`src/rtl/pc_ctrl_pkg.sv`:
```
// Shared types and default constants for the fetch PC controller.
// Optional feature: define PC_CTRL_RANGE_CHECK_EN to flag fetches outside
// the instruction-memory window (see pc_ctrl).
package pc_ctrl_pkg;

    typedef enum logic {
        ST_RUN  = 1'b0,
        ST_PEND = 1'b1
    } pc_state_t;

    localparam logic [31:0] PC_RESET_DEFAULT = 32'h0000_3000;
    localparam logic [31:0] PC_EXC_DEFAULT   = 32'h0000_4180;
    localparam logic [31:0] IM_BASE_DEFAULT  = 32'h0000_3000;
    localparam logic [31:0] IM_LIMIT_DEFAULT = 32'h0000_6FFC;
    localparam logic [31:0] PC_STEP          = 32'd4;

    // A fetch address must be word aligned.
    function automatic logic pc_misaligned(input logic [31:0] a);
        return a[1:0] != 2'b00;
    endfunction

endpackage

```
`src/rtl/pc_inc.sv`:
```
// Sequential-fetch incrementer: pc + 4, wrapping modulo 2^32.
module pc_inc
    import pc_ctrl_pkg::*;
(
    input  logic [31:0] i_pc,
    output logic [31:0] o_pc_plus4
);

    // Plain 32-bit add; the carry out is dropped so 0xFFFFFFFC wraps to 0.
    always_comb begin
        o_pc_plus4 = i_pc + PC_STEP;
    end

endmodule

```
`src/rtl/pc_ctrl.sv`:
```
// Fetch-stage PC controller: exception entry, eret, branch redirect that can
// be parked while the F stage is stalled, stall hold, and sequential fetch.
// Optional feature: define PC_CTRL_RANGE_CHECK_EN to also raise fetch_exc for
// addresses outside [IM_BASE, IM_LIMIT]; otherwise only misalignment counts.
module pc_ctrl
    import pc_ctrl_pkg::*;
#(
    parameter logic [31:0] RESET_PC = PC_RESET_DEFAULT,
    parameter logic [31:0] EXC_VEC  = PC_EXC_DEFAULT,
    parameter logic [31:0] IM_BASE  = IM_BASE_DEFAULT,
    parameter logic [31:0] IM_LIMIT = IM_LIMIT_DEFAULT
)
(
    input  logic        clk,
    input  logic        reset,
    input  logic        stall,
    input  logic        br_take,
    input  logic [31:0] br_target,
    input  logic        exc_req,
    input  logic        eret,
    input  logic [31:0] epc,
    output logic [31:0] pc,
    output logic        pending,
    output logic        fetch_exc
);

    pc_state_t   r_state;
    pc_state_t   w_state_nxt;
    logic [31:0] r_pc;
    logic [31:0] w_pc_nxt;
    logic [31:0] r_tgt;
    logic [31:0] w_tgt_nxt;
    logic [31:0] w_pc_plus4;
    logic        w_misaligned;
    logic        w_out_of_range;

    pc_inc u_pc_inc (
        .i_pc       (r_pc),
        .o_pc_plus4 (w_pc_plus4)
    );

    // State, pc and parked-target registers; reset discards any parked redirect.
    always_ff @(posedge clk or posedge reset) begin
        if (reset) begin
            r_state <= ST_RUN;
            r_pc    <= RESET_PC;
            r_tgt   <= '0;
        end else begin
            r_state <= w_state_nxt;
            r_pc    <= w_pc_nxt;
            r_tgt   <= w_tgt_nxt;
        end
    end

    // Next-pc selection: exception > eret > redirect > stall hold > pc+4.
    always_comb begin
        w_state_nxt = r_state;
        w_pc_nxt    = r_pc;
        w_tgt_nxt   = r_tgt;
        if (exc_req) begin
            w_pc_nxt    = EXC_VEC;
            w_state_nxt = ST_RUN;
        end else if (eret) begin
            w_pc_nxt    = epc;
            w_state_nxt = ST_RUN;
        end else begin
            case (r_state)
                ST_RUN: begin
                    if (br_take) begin
                        if (stall) begin
                            w_tgt_nxt   = br_target;
                            w_state_nxt = ST_PEND;
                        end else begin
                            w_pc_nxt    = br_target;
                        end
                    end else if (!stall) begin
                        w_pc_nxt = w_pc_plus4;
                    end
                end
                ST_PEND: begin
                    if (stall) begin
                        // A newer resolved branch supersedes the parked one.
                        if (br_take) begin
                            w_tgt_nxt = br_target;
                        end
                    end else begin
                        w_pc_nxt    = br_take ? br_target : r_tgt;
                        w_state_nxt = ST_RUN;
                    end
                end
                default: begin
                    w_state_nxt = ST_RUN;
                end
            endcase
        end
    end

    // Address-error detection on the current fetch address.
    always_comb begin
        w_misaligned = pc_misaligned(r_pc);
`ifdef PC_CTRL_RANGE_CHECK_EN
        w_out_of_range = (r_pc < IM_BASE) || (r_pc > IM_LIMIT);
`else
        w_out_of_range = 1'b0;
`endif
    end

    assign pc        = r_pc;
    assign pending   = (r_state == ST_PEND);
    assign fetch_exc = w_misaligned | w_out_of_range;

endmodule
```
`config.mk`:
```
export PLATFORM = sky130hd
export DESIGN_NAME = pc_ctrl
export DESIGN_NICKNAME = d
export VERILOG_FILES = /design/src/rtl/pc_ctrl_pkg.sv /design/src/rtl/pc_inc.sv /design/src/rtl/pc_ctrl.sv
export SDC_FILE = /design/constraint.sdc
export NUM_CORES = 1
export LEC_CHECK = 0
export CORE_ASPECT_RATIO = 2
export CORE_MARGIN = 2
export CORE_UTILIZATION = 45
export DETAILED_ROUTE_END_ITERATION = 7
export GPL_ROUTABILITY_DRIVEN = 0
export HOLD_SLACK_MARGIN = 0.15
export MAX_ROUTING_LAYER = met4
export PLACE_DENSITY_LB_ADDON = 0.05
export SYNTH_ARGS = -nofsm -noshare
export SYNTH_HDL_FRONTEND = slang
export SYNTH_SLANG_ARGS = --single-unit
```
`constraint.sdc`:
```
create_clock -name clk -period 2.2 [get_ports clk]
set_input_delay 0.22 -clock clk [delete_from_list [all_inputs] [get_ports clk]]
set_output_delay 0.22 -clock clk [all_outputs]
set_load 0.05 [all_outputs]
```
Word-level counts from Yosys, hierarchy flattened
Index checks and enable logic that the tools add are counted.

word-level totals
  output and inout port bits = 34
  register bits = 65

cells by class
  add/sub/neg operators = 1
  reductions and logical operators = 3
  bitwise logic cells = 3
  muxes and demuxes = 17
  equal/unequal tests = 5

operators with widths
  operator                                                          number
  32-bit two-way mux                                                10
  32-bit one-hot mux with 2 select lines                            2
  32-bit by 3-bit adder with 32-bit output (second input constant)  1
  4-bit inequality test (second input constant)                     2
  2-bit inequality test (second input constant)                     3
  5-bit AND reduction                                               1
  1-bit two-way mux                                                 4
  1-bit inverter                                                    3
  1-bit one-hot mux with 2 select lines                             1
  2-bit AND reduction                                               1
  2-bit nonzero test                                                1

Longest topological paths before layout
  depth in word-level cells = 6
  mapped depth = 8
  mapped depth without buffers = 6

Hierarchy
Synthesis repeated with hierarchy kept, for this count alone.

unflattened totals
  cell total of the unflattened synthesis = 351
  area total of the unflattened synthesis = 4117.7 um^2

by module, submodules not included
  module   seq. area each (um^2)  instances  area each (um^2)  cells each
  pc_ctrl  1629.1                 1          3537.1            268
  pc_inc   0.0                    1          580.6             83

Least setup slack after synthesis
No wires, ideal clock.

  path kind = register to register
  start point = reg r_pc[2] (netlist: pc[2])
  end point = reg r_pc[30] (netlist: pc[30])
  cell stages (with the launch flop) = 9
  data required time = 2082 ps
  period minus slack after synthesis = 2177 ps
  arrival time = 2059 ps
  setup slack = 23 ps
  cells stage by stage = dfrtp_1 > ha_1 > and3_1 > buf_4 > and4_1 > buf_4 > nand4_2 > a41o_1 > a21o_1

between the ends
  word-level cells in the longest chain between the ends = 6

ends and longest elaborated chain
  element                                   line           text
  from (decl)                               pc_ctrl.sv:29  logic [31:0] r_pc;
  from (signal assigned)                    pc_ctrl.sv:50  r_pc <= w_pc_nxt;
  32-bit by 3-bit adder with 32-bit output  pc_inc.sv:11   o_pc_plus4 = i_pc + PC_STEP;
  32-bit two-way mux                        pc_ctrl.sv:76  end else if (!stall) begin
  32-bit two-way mux                        pc_ctrl.sv:69  if (br_take) begin
  32-bit one-hot mux with 2 select lines    pc_ctrl.sv:67  case (r_state)
  32-bit two-way mux                        pc_ctrl.sv:63  end else if (eret) begin
  32-bit two-way mux                        pc_ctrl.sv:60  if (exc_req) begin

Every way passes these cells. The select of a mux whose other input is x is not followed.
A chain may end at the register's enable or synchronous reset.

Worst setup path in the final report
  start point = reg r_pc[3] (netlist: pc[3])
  end point = reg r_pc[16] (netlist: pc[16])

Same word-level chain as after synthesis.

==> results.tsv <==
stage	metric	value	unit
status	status	complete, no violations	
timing	tightest_slew	517	ps
global_routing	grt_max_degree	31	
floorplanning	dieHeight	141	um
yosys	ys_async_sr_fraction	100	%
layout	seqCellArea	0.00163	mm^2
global_routing	grt_pass1_vias	4547	
power_and_ir_drop	seq_power_share	38.3	%
detailed_routing	firstDrtPassIters	5	
detailed_routing	viasPerCell	6.40	
yosys	syn-cell-area	0.00419	mm^2
power_and_ir_drop	peakVddDrop	0.000681	V
layout	final_layout_size_suffix_gt1_share	20.9	%
yosys	synth_cells	446	
clock_network	htree_levels	3	
critical_path	endpoint_kind	flop	
critical_path	cp_cell_sequence	ha_1 -> and3_1 -> and4_1 -> a31oi_1 -> o311ai_0 -> a211oi_1	
floorplanning	dieArea	0.0102	mm^2
layout	final_nets	648	
global_routing	antenna_found_initial	0	
global_routing	grt_pass1_wl	23200	um
detailed_routing	routed_wl	14700	um
critical_path	arrival	2280	ps
clock_network	path_clk_slew	50	ps
clock_network	cts.sinks	65	
critical_path	cp_slowest_cell	dfrtp_1	
critical_path	cp_top_family	simple AND/OR/NAND/NOR gates	
global_routing	overflow	0	
power_and_ir_drop	swShare	30.8	%
floorplanning	ios	104	
floorplanning	die_width	72.3	um
yosys	netlist-cell-type-count	66	
clock_network	cts_max_path_buffers	2	
power_and_ir_drop	pwr-share-clk	35.7	%
layout	nFillCells	806	
timing	period_share	94.6	%
place	post-place-ws	128	ps
detailed_routing	dr_total_vias	4362	
power_and_ir_drop	combPwrFrac	26.0	%
yosys	ys_warn_count	0	
power_and_ir_drop	leakage	2.38	nW
clock_network	numCtsBuffers	9	
timing	clock_skew	5.00	ps
clock_network	clock_latency	330	ps
yosys	synth_area_leaders	dfrtp_1, mux2_2, nand2_1	
yosys	synthTopCellsByCount	dfrtp_1, nand2_1, mux2_2	
place	hpwl	10900	um
yosys	syn_avg_cell_area	9.40	um^2
yosys	yosysTopAreaCell	dfrtp_1	
critical_path	path_buf_inv	0	
floorplanning	core-area	0.00901	mm^2
critical_path	cp_max_fo	8	
timing	setup_viol	0	
detailed_routing	ant_nets	0	
timing	fmax	480	MHz
layout	multi_input_area	0.00235	mm^2
timing	rsz0062_at_grt	false	
yosys	synth_flop_cell	dfrtp_1	
clock_network	cts_tree	yes	
critical_path	r2r_slack	120	ps
power_and_ir_drop	internal_power	0.00276	W
timing	slew_violations	0	
global_routing	track_usage	30.6	%
yosys	synth_edf_count	0	
detailed_routing	drc	0	
power_and_ir_drop	powerDensity	677	mW/mm^2
power_and_ir_drop	p_switching	0.00123	W
detailed_routing	drtIter0Drc	346	
floorplanning	num_rows	49	
detailed_routing	wl_per_cell	21.5	um
clock_network	cts_root_buffer	clkbuf_16	
yosys	synth_seq_cells	65	
global_routing	met2_usage	53.1	%
timing	period_needed	2080	ps
timing	slew-limit-headroom	65.5	%
layout	areaGrowthSynthToFinish	40.4	%
yosys	synth_most_common_cell	dfrtp_1	
layout	antennaDiodeCount	0	
timing	finalHoldViolCount	0	
timing	fin_ws	118	ps
yosys	synth_top_area_share	37.6	%
yosys	syn-num-nets	517	
place	io_buffers	103	
critical_path	cp-start-kind	flop	
run	cap_violations	0	
critical_path	worstSetupPathType	reg2reg	
critical_path	cp.required	2400	ps
hold_path	hp-class	in2reg	
global_routing	busiest_layer	met2	
floorplanning	initial_core_util	46.5	%
global_routing	use_met3	3.45	%
critical_path	slowest_delay	450	ps
timing	fin_tns_setup	0	ps
global_routing	use_met1	32.9	%
yosys	ys_seq_area_share	38.8	%
==> metrics by stage <==
stage,cells,area (um^2),utilization (%),power [W],hold WS [ps]
final,682,5890,65.3,0.00398,446
after global routing,682,5890,65.3,0.00412,474
after CTS,682,5890,65.3,0.00399,435
after detailed placement,667,5590,62.1,0.00257,484
after global placement,667,5590,62.1,0.00254,470
after floorplan,446,4190,-,0.00211,337
==> cell type report <==
class,count,area share [%]
multi-input combinational,334,39.9
sequential,65,27.7
timing repair buffer,153,24.5
clock buffer,10,4.06
tap,102,2.17
inverter,14,0.893
clock inverter,4,0.765
==> layout by cell type, fill, tap and decap left out, types with 13 or more instances in the layout <==
cell type	instances
buf_4	47
clkdlybuf4s50_1	102
mux2_2	35
inv_1	13
a21oi_1	17
nor3_1	13
o21ai_0	23
dfrtp_1	63
a221oi_1	16
nand2_1	42
nor2_1	24
==> worst paths after layout <==
check	to	startpoint	cells past startpoint
setup / recovery	pc[16]$_DFFE_PP0P_	pc[3]$_DFFE_PP0P_	6
hold / removal	pc[3]$_DFFE_PP0P_	epc[3]	3
setup reg to reg	pc[16]$_DFFE_PP0P_	pc[3]$_DFFE_PP0P_	6
hold reg to reg	r_tgt[16]$_DFFE_PP0P_	r_tgt[16]$_DFFE_PP0P_	1
max in group asynchronous	pc[13]$_DFFE_PP1P_	reset	4
min in group asynchronous	r_tgt[5]$_DFFE_PP0P_	reset	3
==> tightest hold or removal path, stage by stage <==
cell and delay (ps):
clkdlybuf4s50_1 400, nand2_1 60, a21oi_1 50
==> cells by family after synthesis <==
group	count (synthesis)	synth area share, %
flip-flops	65	38.8
buffers and inverters	47	5.13
XOR/XNOR	11	2.30
AND/OR/NAND/NOR	146	18.5
AO/OA/AOI/OAI	133	23.6
multiplexers	43	11.3
adder cells (fa/ha/maj)	1	0.298
==> power groups by stage <==
stage,Sequential (W),Combinational [W],Clock [W]
finish,0.00152,0.00104,0.00142
floorplan,0.00168,0.000430,0
global placement,0.00153,0.00101,0
detailed placement,0.00154,0.00103,0
global route,0.00154,0.00111,0.00147
CTS,0.00152,0.00104,0.00143
==> registers in the layout (all words and copies together) (netlist names) <==
register  cells
r_tgt        32
pending       1
pc           32
==> routing by layer <==
metal | share of wire, % | routed length [um] | vias to the layer above
li1 | - | - | 1967
met1 | 36 | 5310 | 2156
met2 | 55 | 8060 | 191
met3 | 4.6 | 678 | 48
met4 | 4.4 | 644 | 0
met5 | 0 | 0 | -
==> what timing repair did <==
item	4_1_cts	5_1_grt
buffers inserted	0	0
resized for setup	0	0
hold buffers	1	0
endpoints found under the hold margin	6	0
No activity file was read; power rests on OpenSTA's default activity.
